[src/rtl/mips32_dbg_loader.sv]
// Host debug/loader port for the pipe_MIPS32 core: word WRITE/READ into the shared memory port
// and RUN (release core from PC=0, wait for HALTED, report cycle count), one response per command.
module mips32_dbg_loader #(
  parameter int unsigned ADDR_W    = 10,
  parameter int unsigned MEM_DEPTH = 1024,
  parameter int unsigned TIMEOUT   = 4096
) (
  input  logic              clk1,
  input  logic              rst,
  input  logic              cmd_valid,
  output logic              cmd_ready,
  input  logic [1:0]        cmd_op,
  input  logic [ADDR_W-1:0] cmd_addr,
  input  logic [31:0]       cmd_data,
  output logic              rsp_valid,
  input  logic              rsp_ready,
  output logic [31:0]       rsp_data,
  output logic              rsp_err,
  output logic              mem_we,
  output logic [ADDR_W-1:0] mem_addr,
  output logic [31:0]       mem_wdata,
  input  logic [31:0]       mem_rdata,
  output logic              cpu_hold,
  output logic              cpu_start,
  input  logic              cpu_halted,
  output logic [2:0]        dbg_state
);

  localparam logic [1:0]  OP_WRITE = 2'b00;
  localparam logic [1:0]  OP_READ  = 2'b01;
  localparam logic [1:0]  OP_RUN   = 2'b10;
  localparam logic [31:0] CNT_LAST = 32'(TIMEOUT - 1);
  localparam logic [31:0] CNT_TO   = 32'(TIMEOUT);

  typedef enum logic [2:0] {
    S_IDLE      = 3'd0,
    S_WRITE     = 3'd1,
    S_RD_ADDR   = 3'd2,
    S_RD_WAIT   = 3'd3,
    S_RUN_START = 3'd4,
    S_RUN_WAIT  = 3'd5,
    S_RESP      = 3'd6
  } state_t;

  state_t            state;
  state_t            state_nxt;
  logic              armed;
  logic [31:0]       count;
  logic [ADDR_W-1:0] addr_q;
  logic [31:0]       wdata_q;
  logic              accept;
  logic              addr_ok;
  logic              mem_op;

  // Handshakes: a transfer happens on a rising edge where valid && ready; valid holds its
  // payload stable until then, and ready never depends on valid.
  assign accept  = cmd_valid && cmd_ready;
  assign addr_ok = 32'(cmd_addr) < MEM_DEPTH;
  assign mem_op  = (cmd_op == OP_WRITE) || (cmd_op == OP_READ);

  always_comb begin
    state_nxt = state;
    case (state)
      S_IDLE: begin
        if (accept) begin
          case (cmd_op)
            OP_WRITE: state_nxt = addr_ok ? S_WRITE : S_RESP;
            OP_READ:  state_nxt = addr_ok ? S_RD_ADDR : S_RESP;
            OP_RUN:   state_nxt = S_RUN_START;
            default:  state_nxt = S_RESP;
          endcase
        end
      end
      S_WRITE:     state_nxt = S_RESP;
      S_RD_ADDR:   state_nxt = S_RD_WAIT;
      S_RD_WAIT:   state_nxt = S_RESP;
      S_RUN_START: state_nxt = S_RUN_WAIT;
      S_RUN_WAIT:  if (cpu_halted || (count == CNT_LAST)) state_nxt = S_RESP;
      S_RESP:      if (rsp_ready) state_nxt = S_IDLE;
      default:     state_nxt = S_IDLE;
    endcase
  end

  always_ff @(posedge clk1 or posedge rst) begin
    if (rst) begin
      state    <= S_IDLE;
      armed    <= 1'b0;
      count    <= '0;
      addr_q   <= '0;
      wdata_q  <= '0;
      rsp_data <= '0;
      rsp_err  <= 1'b0;
    end else begin
      state <= state_nxt;
      armed <= 1'b1;
      case (state)
        S_IDLE: begin
          if (accept) begin
            // Only legal memory commands move the address/data registers, so mem_addr
            // stays put across RUN and rejected commands.
            if (mem_op && addr_ok) begin
              addr_q <= cmd_addr;
              if (cmd_op == OP_WRITE) wdata_q <= cmd_data;
            end
            if (!(mem_op && addr_ok) && (cmd_op != OP_RUN)) begin
              rsp_data <= '0;
              rsp_err  <= 1'b1;
            end
          end
        end
        S_WRITE: begin
          rsp_data <= wdata_q;
          rsp_err  <= 1'b0;
        end
        S_RD_WAIT: begin
          rsp_data <= mem_rdata;
          rsp_err  <= 1'b0;
        end
        S_RUN_START: count <= '0;
        S_RUN_WAIT: begin
          if (cpu_halted) begin
            rsp_data <= count;
            rsp_err  <= 1'b0;
          end else if (count == CNT_LAST) begin
            rsp_data <= CNT_TO;
            rsp_err  <= 1'b1;
          end else begin
            count <= count + 32'd1;
          end
        end
        default: ;
      endcase
    end
  end

  // cpu_halted is only looked at in RUN_WAIT, so a HALTED left over from the last run is ignored.
  assign cmd_ready = armed && (state == S_IDLE);
  assign rsp_valid = (state == S_RESP);
  assign mem_we    = (state == S_WRITE);
  assign mem_addr  = addr_q;
  assign mem_wdata = wdata_q;
  assign cpu_start = (state == S_RUN_START);
  assign cpu_hold  = !((state == S_RUN_START) || (state == S_RUN_WAIT));
  assign dbg_state = state;

endmodule
[config.mk]
export PLATFORM = sky130hd
export DESIGN_NAME = mips32_dbg_loader
export DESIGN_NICKNAME = d
export VERILOG_FILES = /design/src/rtl/mips32_dbg_loader.sv
export SDC_FILE = /design/constraint.sdc
export NUM_CORES = 1
export LEC_CHECK = 0
export ABC_AREA = 1
export CAP_MARGIN = 20
export CORE_AREA = 2 2 176 143
export DETAILED_ROUTE_END_ITERATION = 6
export DIE_AREA = 0 0 178 145
export PLACE_DENSITY_LB_ADDON = 0.12
export SLEW_MARGIN = 10
export SYNTH_ARGS = -nofsm -noshare
export SYNTH_HDL_FRONTEND = slang
export SYNTH_SLANG_ARGS = --single-unit
[constraint.sdc]
create_clock -name clk1 -period 4.2 [get_ports clk1]
set_input_delay 0.63 -clock clk1 [delete_from_list [all_inputs] [get_ports clk1]]
set_output_delay 0.63 -clock clk1 [all_outputs]
set_load 0.01 [all_outputs]
==> results of run 1 <==
power groups by stage:
stage,combinational [mW],clock [mW],sequential (mW)
2_1_floorplan,0.848,0,1.73
3_3_place_gp,1.92,0,1.64
3_5_place_dp,1.93,0,1.63
4_1_cts,1.94,0.956,1.62
5_1_grt,2.08,0.988,1.66
6_report,1.90,0.922,1.62
final cells by class:
type                       count  area (um2)  area share [%]
clock buffer                  10         239            2.93
inverter                      57         216            2.65
sequential                   111        2780            34.0
timing repair buffer         169        1690            20.7
multi-input combinational    621        2770            34.0
clock inverter                 6        72.6           0.889
tap                          318         398            4.87
metrics by stage:
stage          setup WS (ps)  area, um2  cells
2_1_floorplan            639       5940    820
3_3_place_gp            1520       7860   1276
3_5_place_dp            1470       7860   1276
4_1_cts                 1490       8170   1292
5_1_grt                 1370       8170   1292
6_report                1520       8170   1292
sequential cells by signal, summed over array words and instances, names as in the netlist:
register   flops
rsp_err        1
count         32
rsp_data      32
dbg_state      3
armed          1
mem_wdata     32
mem_addr      10
layer usage:
metal	GRT usage, %	wire (um)
met4	3.89	278
met2	25.5	9430
met1	24.2	10500
met3	3.96	1200
met5	0	0
cell families (layout without fill, tap and decap cells):
logic type | count (synthesis) | count (layout)
XOR/XNOR | 12 | 12
other | 1 | 1
adder cells (fa/ha/maj) | 1 | 1
buffers and inverters | 88 | 242
AO/OA/AOI/OAI | 63 | 63
flip-flops | 111 | 111
AND/OR/NAND/NOR | 544 | 544
how the worst max path moves through the flow:
stage,from,endpoint
3_3_place_gp,cpu_halted,rsp_data[11]
4_1_cts,dbg_state[2],mem_we
2_1_floorplan,rst,armed
5_1_grt,dbg_state[1],rsp_data[0]
6_report,dbg_state[2],mem_we
3_5_place_dp,cpu_halted,rsp_data[0]
tightest hold or removal path, cell delays in order, from the launching register on:
cell and delay (ps):
dfrtp_1 350, nand2_1 50, nand2_1 50
cell usage after synthesis, drive strengths merged:
cell type	instances	area, um2
nor3	5	36.3
and3	1	6.26
inv	56	210
a21oi	20	100
a221oi	24	210
ha	1	12.5
o21ai	10	50.0
nand2	331	1270
clkinv	1	3.75
conb	1	3.75
o22ai	7	43.8
xnor2	1	8.76
nor2	131	527
nand3	74	383
nand4	2	12.5
xor2	11	96.3
clkbuf	15	56.3
buf	16	116
o31ai	1	7.51
a31oi	1	6.26
dfrtp	111	2780
==> impl_metrics.yaml, run 1 <==
clocking:
  cts_resized: 0
  htreeDepth: 3
  root_buffer: "clkbuf_16"
  numCtsBuffers: 9
  tritoncts: "yes"
  cts_setup_buffers: 0
  cts_sinks: 111
  clk_pin_slew_ps: 80
  worst_skew_pair.late_latency_ps: 370
  clk_path_buf_depth: 2
  postCtsHoldBufs: 0
cells_and_area:
  final_cell_mix: "nand2_1, clkdlybuf4s50_1, nor2_1, dfrtp_1, nand3_1"
  post-route-util_pct: 33.9
  area_growth_pct: 37.6
  drive_above_1_share_pct: 4.83
  layout_commonest_cell: "nand2_1"
  fillers: 2550
  nets: 1051
  antennaDiodeCount: 0
power:
  peakVddDrop_v: 0.000305
  power_mw: 4.44
  p_leak_nw: 3.70
  internal_power_mw: 2.68
  switching_power_mw: 1.76
  switching_share_pct: 39.7
  pwr_density_cell_mw_per_mm2: 543
  clkPwrFrac_pct: 20.8
  p_seq_share_pct: 36.4
  combPwrFrac_pct: 42.8
worst_setup_path:
  r2r_end: "rsp_data[0]"
  reg2regPathDepth: 9
  crit_path_cell_trace: "inv_2 -> nand2_1 -> nor2_2 -> clkdlybuf4s50_1"
  critPathKind: "flop to primary output"
  r2r_slack_ps: 1640
  cp.buffers_inverters: 2
  critPathLaunchType: "flop"
  cp.depth: 4
  path_delay_family: "buffers and inverters"
  cp_max_fo: 6
  critPathRequiredTime_ps: 3570
  endpoint_kind: "primary output"
  worstPathArrival_ps: 2050
  critical_path.slowest_cell: "clkdlybuf4s50_1"
  r2r_start: "dbg_state[1]"
  critPathMaxStageDelay_ps: 620
timing:
  min_period_ps: 2680
  fmax_mhz: 373
  setup_viol: 0
  maxSlewViolCount: 0
  tightestPinTransition_ps: 627
  maxSlewHeadroom_pct: 58.1
  tns_ps: 0
  hold_viol_final: 0
  rsz0062_at_grt: "false"
  period_share_pct: 63.9
  fin_skew_ps: 13.8
  hold_ws_ps: 476
die:
  die_area_mm2: 0.0258
  initial_utilization_pct: 24.7
  fp.dieW_um: 178
  row_count: 51
  fp.dieH_um: 145
  ios: 164
  core-area_mm2: 0.0241
drt:
  drt_first_pass_iters: 5
  vias: 5751
  viasPerCell: 4.45
  wire_per_inst_um: 16.6
  routed_wl_um: 21400
  drc_errors: 0
  ant_nets: 0
  dr.first_iter.drc_count: 371
logic_synthesis:
  synth_top_family_by_area: "simple AND/OR/NAND/NOR gates"
  syn_area_mm2: 0.00594
  synth_cells: 820
  synthMuxAreaShare_pct: 0
  synthXorXnorAreaFrac_pct: 1.77
  synth_compound_gate_area_share_pct: 7.04
  synthAdderAreaFrac_pct: 0.211
  syn_avg_cell_area_um2: 7.24
  synth.distinct_cells: 31
  yosysSeqAreaShare_pct: 46.8
  yosys.area_share.simple_pct: 37.6
  synth_warnings: 0
  syn-num-nets: 902
  synth_seq_cells: 111
placement:
  place_hpwl_um: 15700
  place.gp.congestion: 0.843
  port-buffer-count: 163
hold_path:
  hold_end: "rsp_data[19]"
  min_from: "rsp_data[19]"
  min_path_cells: 2
  hp-class: "flop to flop"
status:
  outcome: "completed"
global_routing:
  grt_pass1_vias: 5528
  grt_start_max_net_pins: 69
  grt.total_usage_pct: 16.8
  grt_pass1_wl_um: 33300
  antenna_found_initial: 0
  grt.overflow.total: 0
flow_run:
  maxCapViolCount: 0
Power figures use the tool's default switching activity.
==> inputs of run 2 (changes only) <==
Clock period 4.2 ns to 2.3 ns, I/O delays scaled along.
==> impl_metrics.yaml, run 2 (synthesis gave the netlist of run 1 again) <==
timing:
  fmax_mhz: 458
  min_period_ps: 2180
  tns_ps: 0
  fin_skew_ps: 14.9
  hold_ws_ps: 416
  fin_ws_ps: 117
  maxSlewViolCount: 0
  rsz0062_at_grt: "false"
  period_share_pct: 94.9
  hold_viol_final: 0
  setup_viol: 0
clocking:
  cts_sinks: 111
  clk_pin_slew_ps: 90
  htreeDepth: 3
  numCtsBuffers: 9
  postCtsHoldBufs: 0
  worst_skew_pair.late_latency_ps: 370
  root_buffer: "clkbuf_16"
  tritoncts: "yes"
  clk_path_buf_depth: 2
power:
  switching_share_pct: 38.9
  internal_power_mw: 5.10
  p_leak_nw: 3.81
  switching_power_mw: 3.25
  clkPwrFrac_pct: 20.9
  peakVddDrop_v: 0.000558
  power_mw: 8.34
  pwr_density_cell_mw_per_mm2: 997
  p_seq_share_pct: 35.3
  combPwrFrac_pct: 43.8
placement:
  place_inst: 1295
  placed_area_mm2: 0.00804
  preCtsSetupSlack_ps: 294
  place.gp.congestion: 0.853
  place_hpwl_um: 16400
  port-buffer-count: 163
cells_and_area:
  drive_above_1_share_pct: 6.75
  fin_cells: 1311
  fillers: 2588
  post-route-util_pct: 34.8
  area_growth_pct: 41.0
  final_cell_mix: "nand2_1, clkdlybuf4s50_1, nor2_1, dfrtp_1, nand3_1"
  antennaDiodeCount: 0
  nets: 1070
  design_area_mm2: 0.00837
  layout_commonest_cell: "nand2_1"
status:
  outcome: "completed"
flow_run:
  maxCapViolCount: 0
drt:
  vias: 5880
  viasPerCell: 4.49
  ant_nets: 0
  dr.first_iter.drc_count: 381
  wire_per_inst_um: 16.8
  routed_wl_um: 22000
  drc_errors: 0
  drt_first_pass_iters: 5
worst_setup_path:
  worstPathArrival_ps: 1840
  critPathLaunchType: "flop"
  endpoint_kind: "primary output"
  critPathRequiredTime_ps: 1960
  critPathKind: "flop to primary output"
  r2r_slack_ps: 370
  cp_max_fo: 5
die:
  row_count: 51
  ios: 164
  core-area_mm2: 0.0241
  initial_utilization_pct: 24.7
  die_area_mm2: 0.0258
  fp.dieH_um: 145
  fp.dieW_um: 178
global_routing:
  antenna_found_initial: 0
  grt.total_usage_pct: 17.4
  grt.overflow.total: 0
  grt_start_max_net_pins: 58
  grt_pass1_vias: 5674
  grt_pass1_wl_um: 34300
hold_path:
  hp-class: "input pin to asynchronous set/reset pin"
run 2: cell count changes in the layout (fill, tap and decap cells not counted), sizes merged:
cell,before,now
buf,6,25
bufinv,0,1
clkbuf,10,9
clkdlybuf4s50,163,162
clkinvlp,0,1
dlygate4sd2,0,1
inv,60,59
run 2: power by group through the flow:
stage               sequential (mW)  combinational (mW)  clock, mW
floorplan                      3.16                1.55          0
global placement               2.97                3.72          0
detailed placement             2.96                3.70          0
CTS                            2.95                3.71       1.81
global route                   3.03                4.01       1.88
finish                         2.95                3.66       1.74
run 2: worst paths after layout:
path / from / end / depth (start not counted)
hold / removal: rst / mem_wdata[2] / 3
setup reg to reg: count[0] / count[6] / 10
max in group asynchronous: rst / count[24] / 3
hold reg to reg: rsp_data[31] / rsp_data[31] / 2
setup / recovery: dbg_state[1] / cpu_start / 4
min in group clk1: rsp_data[31] / rsp_data[31] / 2
run 2: what timing repair did:
item / CTS / global route
gates resized for setup: 2 / 1
buffers inserted: 0 / 0
setup endpoints to repair: 1 / 1
run 2: routing by layer:
| layer | up-vias | track usage [%] | part of all wire [%] |
|---|---|---|---|
| met2 | 163 | 25.8 | 44 |
| met5 | - | 0 | 0 |
| met1 | 2756 | 25.5 | 49 |
| li1 | 2945 | - | - |
| met3 | 16 | 3.59 | 5.8 |
| met4 | 0 | 4.22 | 1.3 |
run 2: cell type report:
class | count | area, um2 | share of cell area, %
Tap cell | 318 | 398 | 4.75
Sequential cell | 111 | 2780 | 33.2
Multi-Input combinational cell | 621 | 2780 | 33.2
Inverter | 57 | 218 | 2.60
Clock buffer | 9 | 225 | 2.69
Clock inverter | 7 | 100 | 1.20
Timing Repair Buffer | 188 | 1870 | 22.3
run 2: worst max-delay path: stages, from the launching register on:
cell and delay [ps]:
dfrtp_1 490, inv_2 140, nand2_1 90, nor2_2 180, clkdlybuf4s50_1 580
